## config.mk

```make
export PLATFORM = sky130hd
export DESIGN_NAME = firebird7_in_gate1_tessent_data_mux_sync
export DESIGN_NICKNAME = d
export VERILOG_FILES = /design/src/rtl/firebird7_in_gate1_tessent_data_mux_pkg.sv /design/src/rtl/firebird7_in_gate1_tessent_data_mux_settle_cnt.sv /design/src/rtl/firebird7_in_gate1_tessent_data_mux_sync.sv
export SDC_FILE = /design/constraint.sdc
export NUM_CORES = 1
export LEC_CHECK = 0
export CORE_AREA = 5 5 42 44
export CTS_BUF_LIST = sky130_fd_sc_hd__clkbuf_4 sky130_fd_sc_hd__clkbuf_8 sky130_fd_sc_hd__clkbuf_16
export DETAILED_ROUTE_END_ITERATION = 8
export DIE_AREA = 0 0 47 49
export PLACE_DENSITY_LB_ADDON = 0.08
export SETUP_SLACK_MARGIN = 0.05
export SKIP_CTS_REPAIR_TIMING = 1
export SLEW_MARGIN = 20
export SYNTH_ARGS = -nofsm -noshare
export SYNTH_HDL_FRONTEND = slang
export SYNTH_SLANG_ARGS = --single-unit
```

## constraint.sdc

```tcl
create_clock -name ijtag_tck -period 3.8 [get_ports ijtag_tck]
set_input_delay 0.38 -clock ijtag_tck [delete_from_list [all_inputs] [get_ports ijtag_tck]]
set_output_delay 0.38 -clock ijtag_tck [all_outputs]
set_load 0.005 [all_outputs]
```

## src/rtl/firebird7_in_gate1_tessent_data_mux_pkg.sv

```systemverilog
// ============================================================================
// Module   : firebird7_in_gate1_tessent_data_mux_pkg
// Purpose  : Shared types and constants for the IJTAG/functional data mux.
// Revision : 1.0 - initial release
// ============================================================================
`default_nettype none

package firebird7_in_gate1_tessent_data_mux_pkg;

    localparam int SETTLE_CNT_W = 4;

    localparam logic SRC_FUNC  = 1'b0;
    localparam logic SRC_IJTAG = 1'b1;

    typedef enum logic [1:0] {
        FUNC            = 2'd0,
        SETTLE_TO_IJTAG = 2'd1,
        IJTAG           = 2'd2,
        SETTLE_TO_FUNC  = 2'd3
    } mux_state_t;

endpackage : firebird7_in_gate1_tessent_data_mux_pkg

`default_nettype wire

```

## src/rtl/firebird7_in_gate1_tessent_data_mux_settle_cnt.sv

```systemverilog
// ============================================================================
// Module   : firebird7_in_gate1_tessent_data_mux_settle_cnt
// Purpose  : Loadable saturating down-counter with zero flag for settle timing.
// Revision : 1.0 - initial release
// ============================================================================
`default_nettype none

module firebird7_in_gate1_tessent_data_mux_settle_cnt
    import firebird7_in_gate1_tessent_data_mux_pkg::*;
(
    input  logic                    clk,
    input  logic                    rst,
    input  logic                    i_load,
    input  logic [SETTLE_CNT_W-1:0] i_load_val,
    input  logic                    i_dec,
    output logic                    o_zero
);

    logic [SETTLE_CNT_W-1:0] r_count;

    // Decrement saturates at zero so the counter can never wrap.
    always_ff @(posedge clk) begin
        if (rst) begin
            r_count <= '0;
        end else if (i_load) begin
            r_count <= i_load_val;
        end else if (i_dec && (r_count != '0)) begin
            r_count <= r_count - 1'b1;
        end
    end

    assign o_zero = (r_count == '0);

endmodule : firebird7_in_gate1_tessent_data_mux_settle_cnt

`default_nettype wire

```

## src/rtl/firebird7_in_gate1_tessent_data_mux_sync.sv

```systemverilog
// ============================================================================
// Module   : firebird7_in_gate1_tessent_data_mux_sync
// Purpose  : Registered functional/IJTAG data mux with settle-timed switching.
//            Optional capture register enabled by TESSENT_DATA_MUX_CAPTURE_EN.
// Revision : 1.0 - initial release
// ============================================================================
`default_nettype none

module firebird7_in_gate1_tessent_data_mux_sync
    import firebird7_in_gate1_tessent_data_mux_pkg::*;
#(
    parameter int WIDTH      = 3,
    parameter int SETTLE_CYC = 2
) (
    input  logic             ijtag_tck,
    input  logic             ijtag_reset,
    input  logic             ijtag_select,
    input  logic [WIDTH-1:0] functional_data_in,
    input  logic [WIDTH-1:0] ijtag_data_in,
    output logic [WIDTH-1:0] data_out,
    output logic             active_src,
    output logic             switch_busy,
    output logic             switch_done
`ifdef TESSENT_DATA_MUX_CAPTURE_EN
    ,
    input  logic             ijtag_capture,
    output logic [WIDTH-1:0] captured_data
`endif
);

    localparam logic [SETTLE_CNT_W-1:0] c_load_val = SETTLE_CNT_W'(SETTLE_CYC - 1);

    mux_state_t       r_state;
    mux_state_t       w_state_next;
    logic [WIDTH-1:0] r_data;
    logic             r_active;
    logic             r_done;
    logic             w_cnt_load;
    logic             w_cnt_dec;
    logic             w_cnt_zero;
    logic             w_done_next;
    logic             w_load_func;
    logic             w_load_ijtag;

    firebird7_in_gate1_tessent_data_mux_settle_cnt u_settle_cnt (
        .clk        (ijtag_tck),
        .rst        (ijtag_reset),
        .i_load     (w_cnt_load),
        .i_load_val (c_load_val),
        .i_dec      (w_cnt_dec),
        .o_zero     (w_cnt_zero)
    );

    always_ff @(posedge ijtag_tck) begin
        if (ijtag_reset) begin
            r_state <= FUNC;
        end else begin
            r_state <= w_state_next;
        end
    end

    // A reverted select always wins over completion, so an abort never pulses done.
    always_comb begin
        w_state_next = r_state;
        w_cnt_load   = 1'b0;
        w_cnt_dec    = 1'b0;
        w_done_next  = 1'b0;
        w_load_func  = 1'b0;
        w_load_ijtag = 1'b0;
        case (r_state)
            FUNC: begin
                w_load_func = 1'b1;
                if (ijtag_select) begin
                    w_state_next = SETTLE_TO_IJTAG;
                    w_cnt_load   = 1'b1;
                end
            end
            SETTLE_TO_IJTAG: begin
                if (!ijtag_select) begin
                    w_state_next = FUNC;
                end else if (w_cnt_zero) begin
                    w_state_next = IJTAG;
                    w_done_next  = 1'b1;
                end else begin
                    w_cnt_dec = 1'b1;
                end
            end
            IJTAG: begin
                w_load_ijtag = 1'b1;
                if (!ijtag_select) begin
                    w_state_next = SETTLE_TO_FUNC;
                    w_cnt_load   = 1'b1;
                end
            end
            SETTLE_TO_FUNC: begin
                if (ijtag_select) begin
                    w_state_next = IJTAG;
                end else if (w_cnt_zero) begin
                    w_state_next = FUNC;
                    w_done_next  = 1'b1;
                end else begin
                    w_cnt_dec = 1'b1;
                end
            end
            default: begin
                w_state_next = FUNC;
            end
        endcase
    end

    always_ff @(posedge ijtag_tck) begin
        if (ijtag_reset) begin
            r_data   <= '0;
            r_active <= SRC_FUNC;
            r_done   <= 1'b0;
        end else begin
            if (w_load_func) begin
                r_data <= functional_data_in;
            end else if (w_load_ijtag) begin
                r_data <= ijtag_data_in;
            end
            r_done <= w_done_next;
            if (w_done_next) begin
                r_active <= (r_state == SETTLE_TO_IJTAG) ? SRC_IJTAG : SRC_FUNC;
            end
        end
    end

`ifdef TESSENT_DATA_MUX_CAPTURE_EN
    logic [WIDTH-1:0] r_captured;

    always_ff @(posedge ijtag_tck) begin
        if (ijtag_reset) begin
            r_captured <= '0;
        end else if (ijtag_capture) begin
            r_captured <= functional_data_in;
        end
    end

    assign captured_data = r_captured;
`endif

    assign data_out    = r_data;
    assign active_src  = r_active;
    assign switch_done = r_done;
    assign switch_busy = (r_state == SETTLE_TO_IJTAG) || (r_state == SETTLE_TO_FUNC);

endmodule : firebird7_in_gate1_tessent_data_mux_sync

`default_nettype wire
```

==> reports/metrics.json, run 1 <==
{
  "run_status": {
    "status": "finished, final reports clean"
  },
  "grt": {
    "grt-ovfl-total": 0,
    "globalRouteMet3Util_pct": 3.32,
    "global_route_usage_sum_pct": 11.5,
    "grt_max_degree": 14,
    "via_count_of_the_first_global_routing_pass": 380,
    "antenna_found_initial": 0,
    "grt_first_pass_wirelength_mm": 1.90,
    "met1_usage_pct": 17.0,
    "routing_layer_with_the_top_usage_in_global_route": "met1",
    "grt_util_met2_pct": 14.0
  },
  "synthesis": {
    "syn_area_per_cell_um2": 8.86,
    "yosysSeqAreaShare_pct": 42.1,
    "synthArstFlopShare_pct": 0,
    "ys_dominant_reg_cell": "sky130_fd_sc_hd__dfxtp_1",
    "dominant_cells_by_area_after_synthesis": "sky130_fd_sc_hd__dfxtp_1, sky130_fd_sc_hd__mux2_2, sky130_fd_sc_hd__a21oi_1",
    "synth.distinct_cells": 28,
    "yosys_warnings": 0,
    "post_synth_inst_count": 59,
    "ys_ff_latch": 11,
    "syn_nets": 69,
    "number_of_enable_flip_flop_cells_after_synthesis": 0,
    "synth.largest_area_cell": "sky130_fd_sc_hd__dfxtp_1",
    "share_of_the_synthesized_area_in_the_top_cell_type_pct": 42.1,
    "mappedNetlistArea_um2": 523
  },
  "detailed_routing": {
    "drt-vias-per-instance": 5.08,
    "first_pass_iters": 4,
    "number_of_nets_still_failing_antenna_checks_after_routing": 0,
    "wire_per_inst_um": 13.1,
    "post-route-drc-count": 0,
    "dr.first_iter.drc_count": 11,
    "drt-total-wl_mm": 1.16,
    "vias": 452
  },
  "timing": {
    "finalCritPeriodShare_pct": 47.1,
    "finalWorstPathRequiredPeriod_ns": 1.79,
    "timing.clock.skew_ns": 0.00101,
    "timing_worst_slew_pin_value_ns": 0.681,
    "setup-tns-final_ns": 0,
    "drv_slew": 0,
    "finalHoldViolations": 0,
    "grt_setup_unrepaired": "false",
    "maximum_frequency_from_static_timing_analysis_ghz": 0.559,
    "timing.slew.headroom_pct": 54.2,
    "finalSetupViolations": 0
  },
  "worst_setup_path": {
    "critical-path-top-delay-family": "XOR/XNOR gates",
    "crit_path_end_kind": "flop",
    "critPathRequiredTime_ns": 3.96,
    "path_cells": "clkdlybuf4s50_1, xnor2_1, nor3_1, a2111oi_0",
    "critical_path_arrival_ns": 1.94,
    "critical_path_class": "input port to flop",
    "crit_buf_inv": 1,
    "worst-path-max-fanout": 10,
    "worst_setup_path_start_kind": "input port",
    "crit_slowest_cell": "sky130_fd_sc_hd__xnor2_1",
    "crit_path_max_incr_delay_ns": 0.58
  },
  "clocking": {
    "cts.sinks": 11,
    "cts_made_buffers": 3,
    "clock_insertion_delay_worst_skew_ns": 0.27,
    "root_buffer": "sky130_fd_sc_hd__clkbuf_4",
    "clkTransAtPathRegs_ns": 0.07,
    "htree_num_levels": 1,
    "cts_max_path_buffers": 2,
    "tritoncts": "built"
  },
  "floorplan": {
    "initial_core_util_pct": 37.3,
    "floorplan.die_area_um2": 2300,
    "placementRows": 14,
    "floorplan.core_area_um2": 1400,
    "ios": 15,
    "dieWidth_um": 47,
    "die-height_um": 49
  },
  "final_layout": {
    "antenna-diode-count": 0,
    "num-nets-final": 84,
    "areaGrowthSynthToFinish_pct": 32.3,
    "stdcell_area_um2": 692,
    "num-fill-cells": 137,
    "drive_gt1_share_pct": 11.0
  },
  "placed_design": {
    "gp_congestion": 0.677,
    "place_hpwl_um": 845,
    "port_buffers": 14,
    "dpl_cell_area_um2": 662
  },
  "power": {
    "leak_pwr_uw": 0.000243,
    "power_per_standard_cell_area_nw_per_um2": 423,
    "vdd_ir_drop_max_v": 0.000181
  },
  "run": {
    "max_cap_viol_count": 0
  },
  "worst_hold_path": {
    "hp-class": "flop to flop"
  }
}
## cell families after synthesis
kind of cell / Yosys count / share of synthesized area, %
and+or+nand+nor: 22 / 24.6
AOI/OAI and AO/OA: 14 / 16.5
DFF: 11 / 42.1
buffers and inverters: 7 / 6.22
muxes: 3 / 6.46
xor gates and xnor gates: 1 / 1.67
adders and majority gates: 1 / 2.39
## Yosys cell counts (all sizes together) (2+ instances only)
master,instances
buf,2
clkbuf,2
o31ai,2
dfxtp,11
a21oi,6
mux2,3
nor3,3
o21ai,2
inv,3
or4,2
nand2,8
## power breakdown
part           switching, uW  internal (uW)  total, uW
sequential              9.30            126        135
combinational           29.8           38.6       68.4
clock                   40.8           47.8       88.6
total                   79.9            213        292
## sequential cells by signal, indices dropped and copies added, names as in the netlist, named ones only
signal and count:
u_settle_cnt.r_count 4, data_out 3, active_src 1, r_state 1, switch_done 1
## per-layer routing
layer	routed length (um)	vias to the layer above
li1	-	242
met4	0	0
met3	43	0
met1	597	205
met2	522	5
met5	0	-
## final timing paths
check             slack (ns)                                    to                      from  cells after the start
hold / removal          0.45              data_out[2]$_SDFFE_PP0P_  data_out[2]$_SDFFE_PP0P_                      2
hold reg to reg         0.45              data_out[2]$_SDFFE_PP0P_  data_out[2]$_SDFFE_PP0P_                      2
setup reg to reg        2.06  u_settle_cnt.r_count[3]$_SDFFE_PP0P_   r_state[0]$_SDFFE_PP0P_                      3
setup / recovery        2.01  u_settle_cnt.r_count[1]$_SDFFE_PP0P_              ijtag_select                      4
## cells in the final DEF (no fill, tap or decap), types with 2 or more instances in the layout
cell	instances
sky130_fd_sc_hd__a21oi_1	6
sky130_fd_sc_hd__nand2_1	8
sky130_fd_sc_hd__o31ai_1	2
sky130_fd_sc_hd__mux2_2	3
sky130_fd_sc_hd__dfxtp_1	11
sky130_fd_sc_hd__clkdlybuf4s50_1	14
sky130_fd_sc_hd__clkbuf_4	4
sky130_fd_sc_hd__o21ai_0	2
sky130_fd_sc_hd__or4_1	2
sky130_fd_sc_hd__inv_1	3
sky130_fd_sc_hd__nor3_1	3
## cell type report
| type | instances | area [um2] | share of cell area [%] |
|---|---|---|---|
| Tap cell | 16 | 20.0 | 2.89 |
| Timing Repair Buffer | 14 | 140 | 20.3 |
| Inverter | 3 | 11.3 | 1.63 |
| Sequential cell | 11 | 220 | 31.8 |
| Multi-Input combinational cell | 41 | 270 | 39.1 |
| Clock buffer | 4 | 30.0 | 4.34 |
## worst register-to-register path: cells and delay by family (launching register included)
| kind | cells | cell delay [ns] |
|---|---|---|
| DFF | 1 | 0.50 |
| and+or+nand+nor | 2 | 0.89 |
| AOI/OAI and AO/OA | 1 | 0.25 |
## stage by stage
stage | util [%] | total power [uW] | hold slack, ns | cells | setup slack (ns)
6_report | 49.4 | 292 | 0.453 | 89 | 2.01
5_1_grt | 49.4 | 314 | 0.470 | 89 | 1.75
4_1_cts | 49.4 | 297 | 0.454 | 89 | 2.03
3_5_place_dp | 47.2 | 207 | 0.444 | 85 | 1.74
3_3_place_gp | 47.2 | 206 | 0.438 | 85 | 1.78
2_1_floorplan | - | 177 | 0.448 | 59 | 2.26
Power figures use the tool's default switching activity.
==> run 2, diff against run 1 <==
Settings changed: CORE_AREA 5 5 42 44 to unset, CORE_MARGIN set to 5, CORE_UTILIZATION set to 39, DIE_AREA 0 0 47 49 to unset.
Clock period 3.8 ns to 1.6 ns, I/O delays scaled along.
==> reports/metrics.json, run 2 (synthesis results as in run 1) <==
{
  "final_layout": {
    "drive_gt1_share_pct": 31.6,
    "areaGrowthSynthToFinish_pct": 52.2,
    "most_used_cells_in_the_layout_excluding_fill_and_tap_cells": "sky130_fd_sc_hd__clkdlybuf4s50_1, sky130_fd_sc_hd__dfxtp_1, sky130_fd_sc_hd__nand2_1, sky130_fd_sc_hd__a21oi_1, sky130_fd_sc_hd__buf_4",
    "layout.core_utilization_pct": 61.9,
    "layout_commonest_cell": "sky130_fd_sc_hd__clkdlybuf4s50_1",
    "antenna-diode-count": 0,
    "regMostFlops": "u_settle_cnt.r_count",
    "num-fill-cells": 124,
    "stdcell_area_um2": 796,
    "largest_register_ffs": 4,
    "num-nets-final": 90
  },
  "timing": {
    "finalSetupViolations": 0,
    "finalCritPeriodShare_pct": 96.8,
    "grt_setup_unrepaired": "true",
    "timing.clock.skew_ns": 0.00654,
    "timing.slew.headroom_pct": 77.7,
    "finalWorstPathRequiredPeriod_ns": 1.55,
    "finalHoldViolations": 0,
    "drv_slew": 0,
    "timing_worst_slew_pin_value_ns": 0.334,
    "maximum_frequency_from_static_timing_analysis_ghz": 0.646
  },
  "grt": {
    "via_count_of_the_first_global_routing_pass": 460,
    "met1_usage_pct": 16.7,
    "grt_first_pass_wirelength_mm": 1.92,
    "grt-ovfl-total": 0,
    "grt_max_degree": 13,
    "antenna_found_initial": 0,
    "grt_util_met2_pct": 18.7,
    "global_route_usage_sum_pct": 12.8,
    "globalRouteMet3Util_pct": 5.08,
    "routing_layer_with_the_top_usage_in_global_route": "met2"
  },
  "detailed_routing": {
    "dr.first_iter.drc_count": 7,
    "number_of_nets_still_failing_antenna_checks_after_routing": 0,
    "post-route-drc-count": 0,
    "vias": 487,
    "wire_per_inst_um": 13.5,
    "first_pass_iters": 3,
    "drt-total-wl_mm": 1.27,
    "drt-vias-per-instance": 5.18
  },
  "placed_design": {
    "port_buffers": 14,
    "gp_congestion": 0.727,
    "place_hpwl_um": 884,
    "dpl_cell_area_um2": 713
  },
  "clocking": {
    "root_buffer": "sky130_fd_sc_hd__clkbuf_4",
    "clkTransAtPathRegs_ns": 0.08,
    "cts.sinks": 11,
    "clock_insertion_delay_worst_skew_ns": 0.26,
    "cts_max_path_buffers": 2,
    "tritoncts": "built",
    "cts_made_buffers": 3,
    "htree_num_levels": 1
  },
  "floorplan": {
    "placementRows": 13,
    "ios": 15,
    "die-height_um": 46.6,
    "floorplan.core_area_um2": 1280,
    "initial_core_util_pct": 40.7,
    "floorplan.die_area_um2": 2170,
    "dieWidth_um": 46.6
  },
  "run_status": {
    "status": "finished, final reports clean"
  },
  "worst_hold_path": {
    "hold_path.startpoint": "data_out[0]$_SDFFE_PP0P_",
    "hp-class": "flop to flop"
  },
  "worst_setup_path": {
    "crit_path_end_kind": "flop",
    "path_cells": "or4b_4, or4_4, a211oi_2",
    "critPathRequiredTime_ns": 1.79,
    "critical_path_arrival_ns": 1.74,
    "worst_setup_path_start_kind": "flop",
    "worst-path-max-fanout": 2,
    "crit-reg2reg-launch": "u_settle_cnt.r_count[1]$_SDFFE_PP0P_",
    "crit_slowest_cell": "sky130_fd_sc_hd__or4b_4",
    "crit_path_max_incr_delay_ns": 0.54,
    "critical_path_class": "flop to flop",
    "crit_path_start": "u_settle_cnt.r_count[1]$_SDFFE_PP0P_"
  },
  "power": {
    "vdd_ir_drop_max_v": 0.000588,
    "leak_pwr_uw": 0.000293,
    "power_per_standard_cell_area_nw_per_um2": 918
  },
  "run": {
    "max_cap_viol_count": 0
  }
}
## run 2: cell count changes in the layout (fill, tap and decap cells not counted), moves of 2 or more
cell,change
sky130_fd_sc_hd__buf_4,+6
sky130_fd_sc_hd__dfxtp_1,-2
sky130_fd_sc_hd__dfxtp_2,+2
sky130_fd_sc_hd__inv_1,-2
sky130_fd_sc_hd__inv_2,+2
## run 2: layout make-up
class	count	area [um2]	area share, %
repair buffers	20	185	23.3
clock buffers	3	22.5	2.83
flip-flops and latches	11	223	28.0
well taps	15	18.8	2.36
clock inverters	1	5.00	0.629
inverters	3	11.3	1.42
multi-input cells	41	330	41.5
## run 2: layer usage
layer / routed length [um] / share of wire [%] / vias to the layer above
met1: 619 / 49 / 223
met3: 64 / 5.1 / 2
li1: - / - / 255
met2: 572 / 45 / 7
met4: 9 / 0.71 / 0
met5: 0 / 0 / -
## run 2: path summary, 6_finish.rpt
| check | end | slack, ns | depth (start not counted) |
|---|---|---|---|
| min | data_out[0]$_SDFFE_PP0P_ | 0.46 | 2 |
| min reg2reg | data_out[0]$_SDFFE_PP0P_ | 0.46 | 2 |
| max | u_settle_cnt.r_count[3]$_SDFFE_PP0P_ | 0.05 | 3 |
| max reg2reg | u_settle_cnt.r_count[3]$_SDFFE_PP0P_ | 0.05 | 3 |
## run 2: worst max-delay path, delay by kind of cell, from the launching register on
kind	cells	cell delay, ns
simple gates	2	0.97
flops	1	0.33
compound gates	1	0.18
## run 2: report_power, final
| group | internal (uW) | switching, uW |
|---|---|---|
| clock network | 92.1 | 95.3 |
| registers | 301 | 19.2 |
| logic | 135 | 87.7 |
## run 2: through the flow
step                total power (uW)  hold WS [ns]  instances  TNS (ns)  worst slack, ns
floorplan                        419         0.250         59         0           0.0579
global placement                 511         0.439         91    -0.108          -0.0682
detailed placement               512         0.448         91    -0.135          -0.0779
CTS                              702         0.462         95    -0.135          -0.0833
global route                     789         0.478         94         0           0.0172
finish                           730         0.458         94         0           0.0516
